## config.mk

```make
export PLATFORM = sky130hd
export DESIGN_NAME = hex_scan_display
export DESIGN_NICKNAME = d
export VERILOG_FILES = /design/src/rtl/hex_disp_pkg.sv /design/src/rtl/hex_to_seg7.sv /design/src/rtl/hex_scan_display.sv
export SDC_FILE = /design/constraint.sdc
export NUM_CORES = 1
export LEC_CHECK = 0
export BUFFER_PORTS_ARGS = -buffer_cell sky130_fd_sc_hd__buf_2
export CAP_MARGIN = 30
export CORE_ASPECT_RATIO = 0.7
export CORE_MARGIN = 10
export CORE_UTILIZATION = 62
export DETAILED_ROUTE_END_ITERATION = 6
export PLACE_DENSITY = 0.92
export SYNTH_ARGS = -nofsm -noshare
export SYNTH_HDL_FRONTEND = slang
export SYNTH_SLANG_ARGS = --single-unit
export TNS_END_PERCENT = 10
```

## constraint.sdc

```tcl
create_clock -name clk -period 5.7 [get_ports clk]
set_clock_uncertainty 0.1 [all_clocks]
set_input_delay 1.14 -clock clk [delete_from_list [all_inputs] [get_ports clk]]
set_output_delay 1.14 -clock clk [all_outputs]
set_load 0.02 [all_outputs]
```

## src/rtl/hex_disp_pkg.sv

```systemverilog
// Shared constants for the multiplexed hex 7-segment display.
package hex_disp_pkg;

    // All segments dark (active-low).
    localparam logic [6:0] SEG_BLANK = 7'h7F;

    // Active-low {g,f,e,d,c,b,a} patterns for hex digits 0..F.
    localparam logic [6:0] SEG_TABLE [16] = '{
        7'h40, 7'h79, 7'h24, 7'h30,
        7'h19, 7'h12, 7'h02, 7'h78,
        7'h00, 7'h10, 7'h08, 7'h03,
        7'h46, 7'h21, 7'h06, 7'h0E
    };

    // Counter width able to hold 0..n-1, never narrower than one bit.
    function automatic int unsigned cnt_width(input int unsigned n);
        return (n <= 2) ? 1 : $clog2(n);
    endfunction

endpackage

```

## src/rtl/hex_to_seg7.sv

```systemverilog
// Combinational hex nibble to active-low 7-segment decoder.
module hex_to_seg7
    import hex_disp_pkg::*;
(
    input  logic [3:0] nib_i,
    output logic [6:0] seg_c_o
);

    // Table lookup of the segment pattern.
    assign seg_c_o = SEG_TABLE[nib_i];

endmodule

```

## src/rtl/hex_scan_display.sv

```systemverilog
// Frame-synchronous multiplexed hex display driver for a common-anode bank.
// Words are shadowed on load and committed only at frame wrap so one scan
// frame never mixes digits from two different words.
module hex_scan_display
    import hex_disp_pkg::*;
#(
    parameter int unsigned SIZE        = 16,
    parameter int unsigned DIGITS      = SIZE / 4,
    parameter int unsigned REFRESH_DIV = 50000,
    parameter int unsigned BLANK_CYC   = 2
) (
    input  logic              clk,
    input  logic              rst,
    input  logic [0:SIZE-1]   din,
    input  logic              load,
    input  logic              blank_lz,
    output logic              ack,
    output logic [DIGITS-1:0] an,
    output logic [6:0]        seg
);

    localparam int unsigned CNT_W = cnt_width(REFRESH_DIV);
    localparam int unsigned IDX_W = cnt_width(DIGITS);

    logic [CNT_W-1:0]  div_cnt_q, div_cnt_d;
    logic [IDX_W-1:0]  idx_q, idx_d;
    logic [0:SIZE-1]   shadow_q, shadow_d;
    logic [0:SIZE-1]   disp_q, disp_d;
    logic              pending_q, pending_d;
    logic              ack_q, ack_d;
    logic [DIGITS-1:0] an_q, an_d;
    logic [6:0]        seg_q, seg_d;

    logic              tick_c;
    logic              commit_c;
    logic [3:0]        nib_c;
    logic              lz_c;
    logic              blank_c;
    logic [6:0]        seg_dec_c;

    // Slot divider, digit index, shadow/commit bookkeeping.
    always_comb begin
        tick_c    = (div_cnt_q == CNT_W'(REFRESH_DIV - 1));
        commit_c  = tick_c && (idx_q == IDX_W'(DIGITS - 1)) && pending_q;
        div_cnt_d = tick_c ? '0 : div_cnt_q + CNT_W'(1);
        idx_d     = idx_q;
        if (tick_c) begin
            idx_d = (idx_q == IDX_W'(DIGITS - 1)) ? '0 : idx_q + IDX_W'(1);
        end
        // A load coinciding with a commit is kept for the next frame wrap.
        shadow_d  = load ? din : shadow_q;
        pending_d = load ? 1'b1 : (commit_c ? 1'b0 : pending_q);
        disp_d    = commit_c ? shadow_q : disp_q;
        ack_d     = commit_c;
    end

    // Select the current slot's nibble and its leading-zero status.
    always_comb begin
        logic zero_run;
        nib_c    = 4'h0;
        lz_c     = 1'b0;
        zero_run = 1'b1;
        for (int i = int'(DIGITS) - 1; i >= 0; i--) begin
            zero_run = zero_run && (disp_q[int'(SIZE) - 4 - 4*i +: 4] == 4'h0);
            if (idx_q == IDX_W'(i)) begin
                nib_c = disp_q[int'(SIZE) - 4 - 4*i +: 4];
                lz_c  = zero_run && (i != 0);
            end
        end
    end

    hex_to_seg7 u_dec (
        .nib_i   (nib_c),
        .seg_c_o (seg_dec_c)
    );

    // Anode/segment next values: anti-ghost interval and leading-zero blanking.
    always_comb begin
        blank_c = (div_cnt_q < CNT_W'(BLANK_CYC)) || (blank_lz && lz_c);
        an_d    = '1;
        seg_d   = SEG_BLANK;
        if (!blank_c) begin
            an_d  = ~(DIGITS'(1) << idx_q);
            seg_d = seg_dec_c;
        end
    end

    // State and output registers with synchronous reset.
    always_ff @(posedge clk) begin
        if (rst) begin
            div_cnt_q <= '0;
            idx_q     <= '0;
            shadow_q  <= '0;
            disp_q    <= '0;
            pending_q <= 1'b0;
            ack_q     <= 1'b0;
            an_q      <= '1;
            seg_q     <= SEG_BLANK;
        end else begin
            div_cnt_q <= div_cnt_d;
            idx_q     <= idx_d;
            shadow_q  <= shadow_d;
            disp_q    <= disp_d;
            pending_q <= pending_d;
            ack_q     <= ack_d;
            an_q      <= an_d;
            seg_q     <= seg_d;
        end
    end

    assign ack = ack_q;
    assign an  = an_q;
    assign seg = seg_q;

endmodule

```

==> results of run 1 <==
[layout by cell type, fill, tap and decap left out, types with 3 or more instances in the layout]
cell      instances
a211oi_1          4
a21oi_1           5
a221o_1           3
and3_1            3
buf_2            31
clkbuf_8         11
dfxtp_1          63
ha_1             11
inv_1            11
mux2i_1          33
nand2_1          19
nand3_1           8
nand3b_1          4
nand4_1           3
nor2_1           57
nor2b_1           3
nor3b_1           4
nor4_1            3
xnor2_1           6
xor2_1            9
[flip-flops by register name (all words and copies together) (netlist names)]
register and cells:
pending_q 1, div_cnt_q 16, ack 1, shadow_q 16
disp_q 16, idx_q 2, an 4, seg 7
[layer usage]
metal	global-route usage [%]	up-vias	share of wire, %
met1	19.51	969	48
met2	23.23	47	45
met3	6.431	7	5.8
met4	5.571	0	1.1
met5	0	-	0
li1	-	1064	-
[power by group]
group | total (mW) | switching (mW) | internal (mW)
logic | 0.0462 | 0.0268 | 0.0194
clock network | 0.430 | 0.160 | 0.270
registers | 0.461 | 0.00714 | 0.454
total | 0.937 | 0.194 | 0.743
[worst max path at each step]
stage | startpoint | to | slack [ns] | cells past startpoint
floorplan | load | shadow_q[1] | 3.25 | 4
global placement | rst | div_cnt_q[10] | 3.16 | 3
detailed placement | rst | div_cnt_q[15] | 3.12 | 3
CTS | idx_q[0] | seg[6] | 3.09 | 7
global route | idx_q[0] | seg[6] | 2.74 | 7
finish | idx_q[0] | seg[6] | 3.00 | 7
[cell families after synthesis]
family | count (synthesis) | synth area share (%)
adder cells (fa/ha/maj) | 11 | 4.971
buffers and inverters | 26 | 3.931
multiplexers | 33 | 11.93
flip-flops | 63 | 45.55
XOR/XNOR | 15 | 4.745
AND/OR/NAND/NOR | 119 | 21.78
AO/OA/AOI/OAI | 25 | 7.094
[per-stage QoR]
step,hold slack [ns],setup slack (ns)
2_1_floorplan,0.3262,3.251
3_3_place_gp,0.3404,3.160
3_5_place_dp,0.3810,3.121
4_1_cts,0.3949,3.095
5_1_grt,0.4161,2.739
6_report,0.3950,3.005
[final cells by class]
cell class,count,area share (%)
Multi-Input combinational cell,203,44.31
Sequential cell,63,39.95
Timing Repair Buffer,32,5.153
Clock buffer,13,5.034
Tap cell,55,2.180
Clock inverter,3,2.061
Inverter,11,1.308
[critical path, stage by stage, from the launching register on]
cell       delay (ns)
dfxtp_1          0.41
inv_1            0.10
ha_1             0.33
nand3b_1         0.23
a221oi_2         0.80
nor2b_1          0.33
a2bb2oi_1        0.19
nand2_1          0.08
[Yosys cell counts]
cell | n | area (sq um)
nor4_1 | 3 | 18.77
nor3b_1 | 4 | 30.03
nor2_1 | 57 | 214.0
xor2_1 | 9 | 78.83
inv_1 | 11 | 41.29
o221ai_1 | 2 | 17.52
nor3_1 | 2 | 10.01
and4_1 | 2 | 17.52
o2111a_1 | 1 | 11.26
nand3_1 | 8 | 40.04
or3_1 | 2 | 12.51
nor4_4 | 1 | 21.27
nand4_4 | 1 | 21.27
nand4_1 | 3 | 18.77
o211ai_1 | 2 | 15.01
or3b_2 | 1 | 8.760
xnor2_1 | 6 | 52.55
or4_1 | 1 | 7.510
and3_1 | 3 | 18.77
nand3b_1 | 4 | 30.03
a22oi_1 | 1 | 7.510
and3b_1 | 2 | 17.52
o21ai_0 | 2 | 10.01
a311oi_1 | 1 | 8.760
ha_1 | 11 | 137.6
a221o_1 | 3 | 30.03
buf_6 | 1 | 11.26
a2bb2oi_1 | 1 | 8.760
nand2_1 | 19 | 71.32
a221oi_2 | 1 | 15.01
nand2b_1 | 1 | 6.260
clkbuf_1 | 10 | 37.54
or4_4 | 1 | 11.26
a21oi_1 | 5 | 25.02
o311ai_0 | 2 | 17.52
a211oi_1 | 4 | 30.03
dfxtp_1 | 63 | 1261
mux2i_1 | 33 | 330.3
nor2b_1 | 3 | 18.77
nor4b_1 | 1 | 8.760
buf_2 | 3 | 15.01
buf_1 | 1 | 3.750
==> impl_metrics.csv, run 1 <==
group,metric,value,unit
global_route,grt_max_degree,40,
place,post-place-cells,364,
yosys,ys.warnings.count,0,
place,place_hpwl,3.940,mm
global_route,gr-usage-all-layers,15.55,%
clocking,postCtsSetupBuffers,0,
place,place_area,0.002933,sq mm
clocking,numCtsBuffers,9,
drt,ant_nets,0,
sta,maxSlewViolCount,0,
clocking,path_clk_slew,0.06,ns
die,fp.dieW,99.88,um
final_layout,fin_nets,351,
place,io_buffers,31,
clocking,cts_hold_buf,0,
final_layout,area_delta_synth_final,14.01,%
worst_setup_path,rr_startpoint,"idx_q[0]",
drt,route.detailed.drc,0,
die,start_util,63.96,%
sta,finalHoldViolCount,0,
worst_setup_path,path_max_fanout,15,
final_layout,final_util,72.92,%
worst_setup_path,start_kind,"flop",
die,die_h,75.91,um
clocking,insertion_delay,0.34,ns
yosys,synthCells,292,
clocking,clockRootBuffer,"clkbuf_8",
final_layout,nFillCells,317,
global_route,antenna_found_initial,0,
hold_path,hp-class,"flop to flop",
job,cap_viol_max_count,0,
sta,tightest_slew,0.9196,ns
drt,firstDrtPassIters,4,
clocking,clock_path_buffers,2,
hold_path,hold_end,"shadow_q[14]",
die,top_level_ports,32,
final_layout,seqCellArea,0.001261,sq mm
clocking,htreeDepth,3,
yosys,ys_ff_latch,63,
sta,timing.fmax,371.0,MHz
power_and_ir_drop,p_leak,1.393,nW
final_layout,drive_gt1_share,15.69,%
yosys,syn_avg_cell_area,9.483,sq um
worst_setup_path,r2r_setup_slack,3.00,ns
power_and_ir_drop,power,0.9371,mW
hold_path,worstHoldPathCells,2,
sta,final.period_utilization,47.28,%
final_layout,n_antenna_cell,0,
yosys,syn_nets,323,
global_route,grt_pass1_vias,2095,
clocking,cts_resized,0,
run_status,status,"finished, final reports clean",
worst_setup_path,endpoint_kind,"flop",
yosys,synthesis.area,0.002769,sq mm
final_layout,multi_input_area,0.001399,sq mm
power_and_ir_drop,ir_drop,0.0002495,V
sta,relSlewSlack,38.70,%
sta,rsz0062_at_grt,"no",
place,gp_congestion,0.8813,
worst_setup_path,r2r-end,"seg[6]",
worst_setup_path,reg2reg_depth,7,
die,dieArea,0.007582,sq mm
sta,min_period,2.695,ns
die,rows,20,
drt,routed_wl,5.712,mm
clocking,clock_sinks,63,
worst_setup_path,cp.required,5.83,ns
power_and_ir_drop,power_density,296.9,mW/mm^2
clocking,cts_tree,"yes",
sta,finalSetupViolCount,0,
die,core,0.004329,sq mm
worst_setup_path,crit_arrival,2.82,ns
drt,avgRoutedWirePerCell,15.03,um
yosys,yosysSeqAreaShare,45.55,%
global_route,grt-ovfl-total,0,
hold_path,min_from,"shadow_q[14]",
final_layout,final_cells,380,
drt,drtIter0Drc,75,
drt,route.detailed.vias_per_inst,5.492,
drt,vias,2087,
worst_setup_path,criticalPathCategory,"flop to flop",
yosys,synthDistinctLibCells,42,
global_route,grt_pass1_wl,9.756,mm
final_layout,fin_area,0.003157,sq mm
sta,tns,0,ns
Power figures use the tool's default switching activity.
==> run 2: changes to the inputs <==
- CORE_UTILIZATION: 62 -> 52
- PLACE_DENSITY: 0.92 -> 0.83
- clock period: 5.7 -> 2.35 ns (I/O delays scaled with it)
==> run 2 against run 1 <==
Critical path depth grew 2. Cell count increased by 8.4%. Maximum frequency up 21%. Sequential share of layout area fell by 1.8 points. First-iteration DRC count increased by 15%. Combinational power grew to 2.5 times the previous value. Global-route usage down 1.9 points. Worst setup slack lost 2.9 ns. Worst hold slack worse by 0.14 ns. Flip-flop and latch count unchanged. Clock-buffer cell count shrank 3. Critical endpoint is now seg[2]. Highest routed layer unchanged.
==> impl_metrics.csv, run 2 (synthesized netlist as in run 1, its figures left out) <==
group,metric,value,unit
drt,route.detailed.vias_per_inst,5.095,
run_status,status,"finished, final reports clean",
global_route,grt_pass1_wl,9.577,mm
drt,route.detailed.drc,0,
clocking,path_clk_slew,0.07,ns
power_and_ir_drop,power_density,656.7,mW/mm^2
sta,min_period,2.225,ns
place,place_hpwl,4.032,mm
place,post-place-cells,395,
drt,drtIter0Drc,86,
power_and_ir_drop,power.switching,0.5082,mW
final_layout,final_cell_mix,"dfxtp_1, nor2_1, mux2i_1",
sta,tightest_slew,0.4905,ns
final_layout,final_common_cell,"dfxtp_1",
drt,firstDrtPassIters,6,
power_and_ir_drop,p_seq_share,51.4,%
die,core,0.005202,sq mm
place,place_area,0.003072,sq mm
worst_setup_path,crit_arrival,2.40,ns
worst_setup_path,path_max_fanout,10,
final_layout,n_antenna_cell,0,
worst_setup_path,r2r-end,"seg[2]",
sta,maxSlewViolCount,0,
sta,final.period_utilization,94.67,%
job,cap_viol_max_count,0,
global_route,grt_pass1_vias,2073,
worst_setup_path,start_kind,"flop",
clocking,cts_tree,"yes",
global_route,grt_max_degree,35,
die,rows,22,
place,io_buffers,31,
global_route,gr-usage-all-layers,13.69,%
power_and_ir_drop,power,2.172,mW
sta,finalSetupViolCount,0,
worst_setup_path,startpoint,"idx_q[1]",
power_and_ir_drop,combinationalPowerShare,5.4,%
worst_setup_path,r2r_setup_slack,0.13,ns
hold_path,hold_end,"shadow_q[7]",
power_and_ir_drop,intPower,1.664,mW
clocking,numCtsBuffers,9,
sta,finalHoldViolCount,0,
die,dieArea,0.008690,sq mm
global_route,grt-ovfl-total,0,
die,fp.dieW,107.2,um
drt,avgRoutedWirePerCell,13.42,um
power_and_ir_drop,sw_frac_of_total,23.39,%
drt,ant_nets,0,
place,gp_congestion,0.8749,
hold_path,worstHoldPathCells,3,
drt,routed_wl,5.530,mm
sta,rsz0062_at_grt,"yes",
worst_setup_path,cp.required,2.53,ns
clocking,htreeDepth,3,
clocking,insertion_delay,0.35,ns
sta,timing.fmax,449.5,MHz
final_layout,largestRegisters,"disp_q x16, div_cnt_q x16, shadow_q x16",
die,start_util,53.22,%
final_layout,fin_nets,366,
sta,relSlewSlack,67.30,%
final_layout,fin_area,0.003308,sq mm
global_route,antenna_found_initial,0,
worst_setup_path,criticalPathCategory,"flop to flop",
hold_path,min_from,"din[7]",
worst_setup_path,rr_startpoint,"idx_q[1]",
final_layout,final_util,63.59,%
clocking,clock_sinks,63,
die,die_h,81.05,um
clocking,cts_hold_buf,0,
power_and_ir_drop,ir_drop,0.0004685,V
sta,tns,0,ns
clocking,clockRootBuffer,"clkbuf_8",
drt,vias,2099,
worst_setup_path,endpoint_kind,"flop",
power_and_ir_drop,clock_power_share,43.2,%
power_and_ir_drop,p_leak,1.456,nW
final_layout,drive_gt1_share,22.06,%
worst_setup_path,reg2reg_depth,9,
final_layout,area_delta_synth_final,19.48,%
die,top_level_ports,32,
final_layout,final_cells,412,
clocking,clock_path_buffers,2,
hold_path,hp-class,"primary input to flop",
run 2: cell types whose count changed in the layout (fill, tap and decap cells not counted), sizes merged:
cell      delta
buf         +15
bufinv       -1
clkbuf       -3
clkinv       +2
clkinvlp     +2
run 2: power groups by stage:
stage / Sequential (mW) / Combinational [mW] / Clock [mW]
global route: 1.12 / 0.131 / 1.01
finish: 1.12 / 0.117 / 0.939
detailed placement: 1.14 / 0.118 / 0
floorplan: 1.15 / 0.0597 / 0
global placement: 1.14 / 0.115 / 0
CTS: 1.12 / 0.118 / 0.965
run 2: timing repair:
item | in CTS | in global routing
buffers inserted | 0 | 1
setup endpoints to repair | 0 | 7
resized for setup | 0 | 9
run 2: worst max path at each step:
stage	end	slack (ns)	cells after the start
after global placement	seg[0]	0.14	9
after global routing	seg[2]	-0.02	9
after detailed placement	seg[0]	0.04	9
after floorplan	seg[0]	0.04	10
final	seg[2]	0.13	9
after CTS	seg[0]	0.03	9
run 2: worst max-delay path: stages, from the launching register on:
cell	delay (ns)
dfxtp_1	0.34
inv_1	0.12
ha_2	0.32
buf_4	0.17
a211oi_1	0.05
a221o_1	0.43
buf_4	0.20
nor2b_1	0.20
inv_1	0.06
o221ai_1	0.15
run 2: final cells by class:
type / count / area [sq um]
Clock inverter: 6 / 60.06
Tap cell: 72 / 90.09
Multi-Input combinational cell: 203 / 1429
Timing Repair Buffer: 47 / 287.8
Sequential cell: 63 / 1262
Inverter: 11 / 41.29
Clock buffer: 10 / 137.6
Fill cell: 437 / 1894
run 2: per-stage QoR:
stage,setup slack [ns],hold slack [ns]
finish,0.1252,0.2534
global route,-0.01802,0.2541
CTS,0.03040,0.2460
detailed placement,0.04406,0.3521
global placement,0.1396,0.3371
floorplan,0.03829,0.3262
run 2: per-layer routing:
metal | share of wire (%) | vias up | track usage, % | wire, um
met3 | 6.1 | 5 | 5.850 | 337
met2 | 42 | 48 | 19.53 | 2331
met1 | 51 | 958 | 17.62 | 2818
li1 | - | 1088 | - | -
met4 | 0.76 | 0 | 6.065 | 42
met5 | 0 | - | 0 | 0
==> run 3: changes to the inputs <==
- ABC_AREA: default -> 1
- SKIP_LAST_GASP: default -> 1
==> run 3 against run 2 <==
Sequential share of layout area is 0.90 points lower. Flip-flop and latch count stayed put. Worst setup slack better by 0.083 ns. Final area is 2.3% higher. First-iteration DRC count is 64% higher. Utilization is 0.86 points lower. Cell count is 32% higher. Critical path depth is 1 higher. Largest cell class unchanged.
==> impl_metrics.csv, run 3 <==
group,metric,value,unit
global_route,grt_pass1_wl,11.42,mm
place,gp_congestion,0.9064,
place,place_hpwl,4.852,mm
final_layout,final_util,62.73,%
hold_path,hold_end,"pending_q",
sta,finalHoldViolCount,0,
drt,ant_nets,0,
die,start_util,55.33,%
run_status,status,"finished, final reports clean",
worst_setup_path,cp.required,2.54,ns
global_route,antenna_found_initial,0,
die,rows,22,
worst_setup_path,r2r_setup_slack,0.21,ns
final_layout,drive_gt1_share,12.74,%
worst_setup_path,crit_chain,"ha_1, nand2_1, nand2_1, nand3_1, a21oi_1, ha_1, inv_1, nand3_1, nand3_1, nand3_1",
power_and_ir_drop,p_leak,1.583,nW
sta,relSlewSlack,62.48,%
drt,route.detailed.drc,0,
worst_setup_path,path_max_fanout,9,
drt,routed_wl,6.783,mm
drt,avgRoutedWirePerCell,12.49,um
final_layout,area_delta_synth_final,13.37,%
sta,rsz0062_at_grt,"no",
yosys,synthTopCellsByArea,"dfxtp_1, nand2_1, nor2_1",
clocking,postCtsSetupBuffers,0,
sta,tns,0,ns
power_and_ir_drop,power_density,666.0,mW/mm^2
hold_path,hp-class,"primary input to flop",
job,cap_viol_max_count,0,
yosys,yosysTopAreaCellShare,42.25,%
final_layout,n_antenna_cell,0,
clocking,clock_sinks,63,
drt,route.detailed.vias_per_inst,4.948,
final_layout,nFillCells,509,
global_route,grt_pass1_vias,2576,
clocking,path_clk_slew,0.06,ns
worst_setup_path,criticalPathCategory,"flop to flop",
yosys,ys_ff_latch,63,
global_route,grt-ovfl-total,0,
die,dieArea,0.009220,sq mm
die,fp.dieW,110.6,um
yosys,yosysTopAreaCell,"dfxtp_1",
die,die_h,83.40,um
yosys,yosys.cell_count.top_type,"nand2_1",
worst_setup_path,endpoint_kind,"flop",
clocking,insertion_delay,0.35,ns
sta,tightest_slew,0.5628,ns
yosys,synthCells,436,
final_layout,fin_nets,498,
worst_setup_path,cp_common_cell,"nand3_1",
power_and_ir_drop,ir_drop,0.0004349,V
place,place_area,0.003169,sq mm
sta,maxSlewViolCount,0,
drt,vias,2687,
worst_setup_path,rr_startpoint,"idx_q[0]",
yosys,synthesis.area,0.002985,sq mm
sta,min_period,2.142,ns
final_layout,final_cells,543,
final_layout,fin_area,0.003385,sq mm
worst_setup_path,reg2reg_depth,10,
yosys,synth_edf_count,0,
clocking,htreeDepth,3,
sta,final.period_utilization,91.14,%
yosys,async_flop_share,0,%
place,io_buffers,31,
worst_setup_path,r2r-end,"seg[0]",
worst_setup_path,start_kind,"flop",
clocking,numCtsBuffers,9,
final_layout,final_cell_mix,"nand2_1, nor2_1, dfxtp_1",
yosys,syn_avg_cell_area,6.847,sq um
yosys,syn_nets,467,
yosys,yosysSeqAreaShare,42.25,%
final_layout,final_common_cell,"nand2_1",
sta,timing.fmax,466.9,MHz
worst_setup_path,crit_slowest_cell,"ha_1",
final_layout,largestRegisters,"disp_q x16, div_cnt_q x16, shadow_q x16",
hold_path,worstHoldPathCells,2,
worst_setup_path,cp_slowest_stage_delay,0.42,ns
clocking,cts_tree,"yes",
yosys,ys.warnings.count,0,
worst_setup_path,crit_arrival,2.33,ns
clocking,clock_path_buffers,2,
yosys,synthDistinctLibCells,29,
place,post-place-cells,528,
die,core,0.005395,sq mm
sta,finalSetupViolCount,0,
yosys,synthTopCellsByCount,"nand2_1, nor2_1, dfxtp_1, inv_1, nand3_1",
clocking,clockRootBuffer,"clkbuf_8",
global_route,grt_max_degree,34,
drt,drtIter0Drc,141,
hold_path,min_from,"rst",
worst_setup_path,startpoint,"idx_q[0]",
drt,firstDrtPassIters,4,
yosys,ys.flop_type,"dfxtp_1",
die,top_level_ports,32,
global_route,gr-usage-all-layers,14.39,%
-- run 3: changes by cell type after synthesis, moves of 7 or more --
cell / previous run / this run
nand2_1: 19 / 112
mux2i_1: 33 / 0
nand3_1: 8 / 34
xor2_1: 9 / 2
o21ai_0: 2 / 18
a21oi_1: 5 / 18
inv_1: 11 / 36
clkbuf_1: 10 / 3
nor2_1: 57 / 99
-- run 3: logic make-up (layout without fill, tap and decap cells) --
family / Yosys count / count (layout) / share of synthesized area [%]
and+or+nand+nor: 265 / 265 / 37.59
AOI/OAI and AO/OA: 38 / 38 / 6.539
DFF: 63 / 63 / 42.25
buffers and inverters: 55 / 90 / 7.837
adders and majority gates: 11 / 11 / 4.610
xor gates and xnor gates: 4 / 4 / 1.174
-- run 3: what timing repair did --
| action | 4_1_cts | 5_1_grt |
|---|---|---|
| hold buffers | 0 | 0 |
| endpoints found under the setup margin | 0 | 1 |
| resized for setup | 0 | 1 |
-- run 3: worst max path at each step --
stage	endpoint	cells after the start
2_1_floorplan	seg[3]	13
3_3_place_gp	seg[5]	12
3_5_place_dp	seg[3]	12
4_1_cts	seg[3]	12
5_1_grt	seg[6]	13
6_report	seg[0]	10
-- run 3: report_power, final --
| group | total [mW] | switching, mW | leakage (nW) | internal, mW |
|---|---|---|---|---|
| combinational | 0.114 | 0.0717 | 0.966 | 0.0424 |
| clock | 1.02 | 0.398 | 0.103 | 0.621 |
| sequential | 1.12 | 0.0183 | 0.514 | 1.10 |
| total | 2.25 | 0.488 | 1.58 | 1.77 |
-- run 3: cell type report --
cell class                 instances  area, sq um  area share (%)
inverter                          42        157.7           4.658
timing repair buffer              33        170.2           5.028
sequential                        63         1261           37.26
clock inverter                     3        67.56           1.996
clock buffer                      12        145.1           4.288
tap                               72        90.09           2.662
multi-input combinational        318         1493           44.10
-- run 3: metrics by stage --
stage	hold slack (ns)	setup WS [ns]	power, mW
after floorplan	0.3175	0.5190	1.212
after global placement	0.3287	0.3961	1.253
after detailed placement	0.3365	0.2457	1.258
after CTS	0.2090	0.2258	2.277
after global routing	0.2359	0.02303	2.331
final	0.2183	0.2082	2.254
-- run 3: layer usage --
layer / wire (um) / track usage [%] / vias to the layer above
li1: - / - / 1418
met1: 3384 / 18.53 / 1197
met2: 2988 / 21.28 / 65
met3: 369 / 5.675 / 7
met4: 40 / 4.801 / 0
met5: 0 / 0 / -
-- run 3: worst max-delay path, delay by kind of cell (launching register included) --
kind | cells | cell delay [ns]
DFF | 1 | 0.40
buffers and inverters | 1 | 0.09
and+or+nand+nor | 6 | 0.53
adders and majority gates | 2 | 0.70
AOI/OAI and AO/OA | 1 | 0.27
